===== config.mk =====
export PLATFORM = sky130hd
export DESIGN_NAME = sram_1p_ctrl
export DESIGN_NICKNAME = d
export VERILOG_FILES = /design/src/rtl/sram_1p_ctrl.sv
export SDC_FILE = /design/constraint.sdc
export NUM_CORES = 1
export LEC_CHECK = 0
export ABC_AREA = 0
export BUFFER_PORTS_ARGS = -buffer_cell sky130_fd_sc_hd__buf_2
export CORE_MARGIN = 10
export CORE_UTILIZATION = 40
export CTS_CLUSTER_SIZE = 25
export DETAILED_ROUTE_END_ITERATION = 7
export GPL_ROUTABILITY_DRIVEN = 0
export GPL_TIMING_DRIVEN = 1
export PLACE_DENSITY = 0.76
export SYNTH_ARGS = -nofsm -noshare
export SYNTH_HDL_FRONTEND = slang
export SYNTH_SLANG_ARGS = --single-unit

===== constraint.sdc =====
create_clock -name clk -period 2.8 [get_ports clk]
set_clock_uncertainty 0.1 [all_clocks]
set_input_delay 0 -clock clk [delete_from_list [all_inputs] [get_ports clk]]
set_output_delay 0 -clock clk [all_outputs]
set_load 0.05 [all_outputs]

===== src/rtl/sram_1p_ctrl.sv =====
// Load/store controller for one single-port SRAM with a two-cycle registered read.
// Define SRAM_CTRL_RMW_EN to turn partial byte-enable stores into read-modify-write.
module sram_1p_ctrl #(
   parameter int ADDR_W = 10,
   parameter int DATA_W = 32
) (
   input  logic                  clk,
   input  logic                  rst_n,
   input  logic                  req_valid,
   output logic                  req_ready,
   input  logic                  req_we,
   input  logic [ADDR_W-1:0]     req_addr,
   input  logic [DATA_W-1:0]     req_wdata,
   input  logic [DATA_W/8-1:0]   req_be,
   output logic                  rsp_valid,
   input  logic                  rsp_ready,
   output logic [DATA_W-1:0]     rsp_rdata,
   output logic                  sram_en,
   output logic                  sram_we,
   output logic [ADDR_W-1:0]     sram_addr,
   output logic [DATA_W-1:0]     sram_wdata,
   input  logic [DATA_W-1:0]     sram_rdata
);

   typedef enum logic [2:0] {IDLE, WR, RD_A, RD_B, CAP, RSP} state_t;

   state_t            state;
   logic              accept;
   logic              start_rd;
   logic              start_wr;
   logic              start_rmw;
   logic              is_rmw;
   logic [DATA_W-1:0] merged;

   assign accept = req_valid & req_ready;

`ifdef SRAM_CTRL_RMW_EN
   localparam int BE_W = DATA_W / 8;

   logic [DATA_W-1:0] st_wdata;
   logic [BE_W-1:0]   st_be;

   // NOTE: pure datapath holding registers; they are only read after an accept loads them, so no reset.
   always_ff @(posedge clk) begin
      if (accept) begin
         st_wdata <= req_wdata;
         st_be    <= req_be;
      end
   end

   always_ff @(posedge clk or negedge rst_n) begin
      if (!rst_n)
         is_rmw <= 1'b0;
      else if (state == IDLE && accept)
         is_rmw <= start_rmw;
   end

   always_comb begin
      // NOTE: default first, then overrides, so no path leaves merged unassigned and no latch is inferred.
      merged = sram_rdata;
      for (int b = 0; b < BE_W; b++)
         if (st_be[b]) merged[8*b +: 8] = st_wdata[8*b +: 8];
   end

   always_comb begin
      start_rd  = accept & ~req_we;
      start_wr  = accept & req_we & (&req_be);
      start_rmw = accept & req_we & (|req_be) & ~(&req_be);
   end
`else
   logic unused_be;

   assign unused_be = ^req_be;
   assign is_rmw    = 1'b0;
   assign merged    = sram_rdata;

   // Byte enables are ignored: every store writes the whole word.
   always_comb begin
      start_rd  = accept & ~req_we;
      start_wr  = accept & req_we;
      start_rmw = 1'b0;
   end
`endif

   // NOTE: non-blocking assignments in clocked blocks so every register samples pre-edge values.
   always_ff @(posedge clk or negedge rst_n) begin
      if (!rst_n) begin
         state      <= IDLE;
         req_ready  <= 1'b0;
         sram_en    <= 1'b0;
         sram_we    <= 1'b0;
         sram_addr  <= '0;
         sram_wdata <= '0;
         rsp_valid  <= 1'b0;
         rsp_rdata  <= '0;
      end else begin
         case (state)
            IDLE: begin
               if (start_wr) begin
                  state      <= WR;
                  req_ready  <= 1'b0;
                  sram_en    <= 1'b1;
                  sram_we    <= 1'b1;
                  sram_addr  <= req_addr;
                  sram_wdata <= req_wdata;
               end else if (start_rd | start_rmw) begin
                  state     <= RD_A;
                  req_ready <= 1'b0;
                  sram_en   <= 1'b1;
                  sram_we   <= 1'b0;
                  sram_addr <= req_addr;
               end else begin
                  // Also covers the first cycle after reset and zero-enable stores.
                  req_ready <= 1'b1;
               end
            end
            WR: begin
               state     <= IDLE;
               sram_en   <= 1'b0;
               sram_we   <= 1'b0;
               req_ready <= 1'b1;
            end
            RD_A: state <= RD_B;
            RD_B: begin
               state   <= CAP;
               sram_en <= 1'b0;
            end
            CAP: begin
               if (is_rmw) begin
                  state      <= WR;
                  sram_en    <= 1'b1;
                  sram_we    <= 1'b1;
                  sram_wdata <= merged;
               end else begin
                  state     <= RSP;
                  rsp_valid <= 1'b1;
                  rsp_rdata <= sram_rdata;
               end
            end
            RSP: begin
               if (rsp_ready) begin
                  state     <= IDLE;
                  rsp_valid <= 1'b0;
                  req_ready <= 1'b1;
               end
            end
            default: begin
               state     <= IDLE;
               sram_en   <= 1'b0;
               sram_we   <= 1'b0;
               rsp_valid <= 1'b0;
               req_ready <= 1'b0;
            end
         endcase
      end
   end

endmodule

# Word-level counts from Yosys, hierarchy flattened
# Cells that the tools add are included.
[totals] inputBits=83 output_inout_bits=78 ff_bits=81 word_cells=54
[classes] eq_ne=7 n_reduce_logical=13 mux=18 bitwise=8
[ops] op="$mux W10" n=2
[ops] op="$pmux W3 S5" n=1
[ops] op="$reduce_and A2 Y1" n=7
[ops] op="$mux W3" n=3
[ops] op="$mux W1" n=8
[ops] op="$reduce_or A4 Y1" n=2
[ops] op="$eq A3 B2 Y1 const B" n=2
[ops] op="$eq A3 B3 Y1 const B" n=2
[ops] op="$reduce_or A3 Y1" n=2
[ops] op="$not A1 Y1" n=5
[ops] op="$pmux W1 S2" n=2
[ops] op="$pmux W1 S4" n=1
[ops] op="$and A1 B1 Y1" n=3
[ops] op="$eq A3 B1 Y1 const B" n=1
[ops] op="$logic_not A3 Y1" n=1
[ops] op="$ne A3 B3 Y1 const B" n=1
[ops] op="$pmux W1 S3" n=1
[ops] op="$ne A2 B2 Y1 const B" n=1
[ops] op="$reduce_bool A2 Y1" n=1

# Longest topological paths before layout
[depth] word_depth=5 depth_mapped=6 depth_no_buf=5

# Worst setup path before layout
# No wires, ideal clock.
[synth_timing] kind="flip-flop to flip-flop" from="register req_ready" to="register sram_wdata[10]" path_slack_ns=0.722 arrival_ns=1.853 path_buffers=2 path_stages_with_launch=6 period_less_slack_ns=2.078 path_cell_list="dfrtp_1 nand2b_1 or4_4 buf_6 buf_12 mux2_4"
[synth_via] elab_chain_cells=3
[synth_rtl] element="start: declaration" line_no="10" source="output logic req_ready,"
[synth_rtl] element="start signal: assignment" line_no="89" source="req_ready <= 1'b0;"
[synth_rtl] element="start signal: assignment" line_no="101" source="req_ready <= 1'b0;"
[synth_rtl] element="start signal: assignment" line_no="108" source="req_ready <= 1'b0;"
[synth_rtl] element="$and A1 B1 Y1" line_no="35" source="assign accept = req_valid & req_ready;"
[synth_rtl] element="$and A1 B1 Y1" line_no="80" source="start_wr = accept & req_we;"
[synth_rtl] element="$reduce_and A2 Y1 (no source line)"
[synth_rtl] element="end signal: assignment" line_no="105" source="sram_wdata <= req_wdata;"
[synth_rtl] element="end signal: assignment" line_no="133" source="sram_wdata <= merged;"
[synth_rtl] element="end: declaration" line_no="21" source="output logic [DATA_W-1:0] sram_wdata,"
# No other way between the ends.
# A chain may end at the register's enable or synchronous reset.

# Worst setup path in the final report
[layout_timing] from="register state[2]" to="register sram_wdata[13]"
[layout_via] elab_chain_cells=2
[layout_rtl] element="start: declaration" line_no="27" source="state_t state;"
[layout_rtl] element="start signal: assignment" line_no="88" source="state <= IDLE;"
[layout_rtl] element="start signal: assignment" line_no="100" source="state <= WR;"
[layout_rtl] element="start signal: assignment" line_no="107" source="state <= RD_A;"
[layout_rtl] element="$logic_not A3 Y1" line_no="97" source="case (state)"
[layout_rtl] element="$reduce_and A2 Y1 (no source line)"
# No other way between the ends.

==> results.yml <==
sta:
  max_freq_ghz: 0.4797
  setup_violations: 0
  maxSlewViolCount: 0
  tightest_slew_ns: 0.9976
  hold_viol: 0
  rsz0062_at_grt: "no"
  finalSetupTns_ns: 0
  finalCritPeriodShare_pct: 74.46
  maxSlewHeadroom_pct: 33.50
  fin_crit_ns: 2.085
power:
  p_sw_share_pct: 49.46
  p_per_area_nw_per_um2: 1388
  p_sw_uw: 3494
  p_int_uw: 3571
  clkPwrFrac_pct: 13.5
  p_leak_uw: 0.002563
  power_frac_comb_pct: 56.7
  peakVddDrop_v: 0.0006551
  p_seq_share_pct: 29.8
clocking:
  cts.clk_slew.worst_paths_ns: 0.08
  cts_tree: "built"
  cts_inserted_buffers: 9
  ctsHoldBuffers: 78
  cts_root_buf: "clkbuf_8"
  post_cts_resized: 0
  cts_num_sinks: 81
  clockBufferDepth: 2
  clk_latency_ns: 0.33
  cts_setup_buffers: 0
  htreeDepth: 3
drt:
  drcViolationCount: 0
  first_pass_iters: 4
  route.vias.total: 2441
  finalWirelength_um: 9253
  drtIter0Drc: 83
  ant_nets: 0
  wl_per_cell_um: 17.26
  via_per_inst: 4.554
hold_path:
  hp-class: "in -> async"
floorplanning:
  coreArea_um2: 7807
  start_util_pct: 41.62
  die_x_um: 110.1
  dieArea_um2: 12130
  die_y_um: 110.1
  rows: 32
  num_io_pins: 161
cells_and_area:
  diodes: 0
  layout_commonest_cell: "buf_2"
  fin_util_pct: 65.18
  final_cell_mix: "buf_2 (155), dfrtp_1 (81), dlygate4sd3_1 (78), mux2_2 (46), mux2_4 (28)"
  drive_gt1_share_pct: 57.37
  fin_nets: 513
  area_delta_synth_final_pct: 56.60
  fillers: 584
  fin_cells: 536
logic_synthesis:
  yosysSeqAreaShare_pct: 62.38
  synth_area_um2: 3249
  syn_avg_cell_area_um2: 16.84
  synth-seq-cells: 81
  syn-num-nets: 277
  yosysWarnings: 0
  netlist-cell-type-count: 28
  syn_inst: 193
worst_setup_path:
  cp-end-kind: "register"
  reg2reg_slack_ns: 0.72
  required_ns: 2.91
  rr_endpoint: "sram_wdata[13]"
  reg2reg_depth: 3
  critical_path_peak_fanout: 34
  cp.arrival_ns: 2.20
  reg2reg_from: "state[2]"
  cp-start-kind: "register"
  crit_type: "reg -> reg"
global_routing:
  grt.total_usage_pct: 15.05
  grt_max_degree: 82
  grt_pass1_wl_um: 14390
  grt_overflow: 0
  grt_pass1_vias: 2742
  antenna_found_initial: 0
placed_design:
  portBuffers: 156
  dp_hpwl_um: 5967
  dp.cells: 442
job:
  max_cap_violations: 0
status:
  status: "finished clean"
[final cells by class]
type                    count  area [µm²]  area share (%)
well taps                 102       127.6           2.508
inverters                   4       15.01          0.2951
clock inverters             4       75.07           1.475
flip-flops and latches     81        2027           39.83
multi-input cells          98        1117           21.96
clock buffers              12       155.1           3.049
repair buffers            235        1572           30.88
[critical path, cell delays in order (launching register included)]
cell      delay [ns]
dfrtp_1         0.47
nand2b_1        0.20
or4_4           0.78
mux2_4          0.40
[power groups by stage]
stage	clock [µW]	combinational, µW	sequential, µW
after floorplan	0	1070	4090
after global placement	0	3890	2080
after detailed placement	0	3940	2110
after CTS	980	4030	2100
after global routing	1030	4180	2190
final	952	4000	2110
[state kept, by name (all words and copies together) (netlist names)]
name,flops
sram_wdata,32
sram_en,1
sram_we,1
rsp_rdata,32
state,3
req_ready,1
sram_addr,10
rsp_valid,1
[worst max-delay path by stage]
stage                      to      start  slack, ns  cells past startpoint
2_1_floorplan  sram_wdata[10]  req_ready       0.72                      5
3_3_place_gp   sram_wdata[13]   state[2]       0.77                      3
3_5_place_dp    sram_wdata[8]   state[2]       0.73                      3
6_report       sram_wdata[13]   state[2]       0.72                      3
4_1_cts        sram_wdata[17]   state[2]       0.72                      3
5_1_grt        sram_wdata[13]   state[2]       0.63                      3
[synthesized netlist by cell type]
| cell | number | area share, % |
|---|---|---|
| nand2_1 | 2 | 0.23 |
| ha_1 | 1 | 0.38 |
| a2bb2oi_1 | 1 | 0.27 |
| dfrtp_1 | 81 | 62 |
| buf_6 | 1 | 0.35 |
| a22o_1 | 1 | 0.27 |
| o22a_1 | 1 | 0.27 |
| nand4_1 | 1 | 0.19 |
| mux2_2 | 46 | 16 |
| nand2b_1 | 1 | 0.19 |
| o221ai_1 | 1 | 0.27 |
| a31o_2 | 1 | 0.27 |
| clkbuf_1 | 1 | 0.12 |
| o211a_1 | 1 | 0.31 |
| buf_8 | 1 | 0.46 |
| mux2_4 | 28 | 13 |
| a2111oi_0 | 2 | 0.54 |
| inv_1 | 4 | 0.46 |
| buf_12 | 2 | 1.2 |
| or4_4 | 1 | 0.35 |
| xnor2_1 | 1 | 0.27 |
| nor3_1 | 2 | 0.31 |
| o21ai_0 | 2 | 0.31 |
| or2b_1 | 2 | 0.46 |
| a21oi_1 | 1 | 0.15 |
| nor2_1 | 1 | 0.12 |
| o22ai_1 | 1 | 0.19 |
| buf_2 | 5 | 0.77 |
[layer usage]
metal  GRT usage (%)  wire [µm]  vias up
met2           27.48       4982       83
met1           16.32       3494     1191
met4           3.853         56        0
li1                -          -     1160
met5               0          0        -
met3           5.107        720        7
[per-stage QoR]
step / power (µW) / cell area, µm² / setup WS, ns / hold slack [ns]
finish: 7064 / 5089 / 0.7152 / 0.2952
global route: 7408 / 5089 / 0.6328 / 0.3132
floorplan: 5165 / 3249 / 0.7218 / -0.3956
detailed placement: 6052 / 4078 / 0.7283 / 0.1345
CTS: 7106 / 5089 / 0.7205 / 0.3069
global placement: 5962 / 4078 / 0.7745 / 0.1211
[cells by family after synthesis]
kind of cell / count (synthesis) / synth area share, %
muxes: 74 / 28.88
DFF: 81 / 62.38
buffers and inverters: 14 / 3.388
and+or+nand+nor: 10 / 1.848
adders and majority gates: 1 / 0.3850
AOI/OAI and AO/OA: 12 / 2.850
xor gates and xnor gates: 1 / 0.2696
No activity file was read; power rests on OpenSTA's default activity.
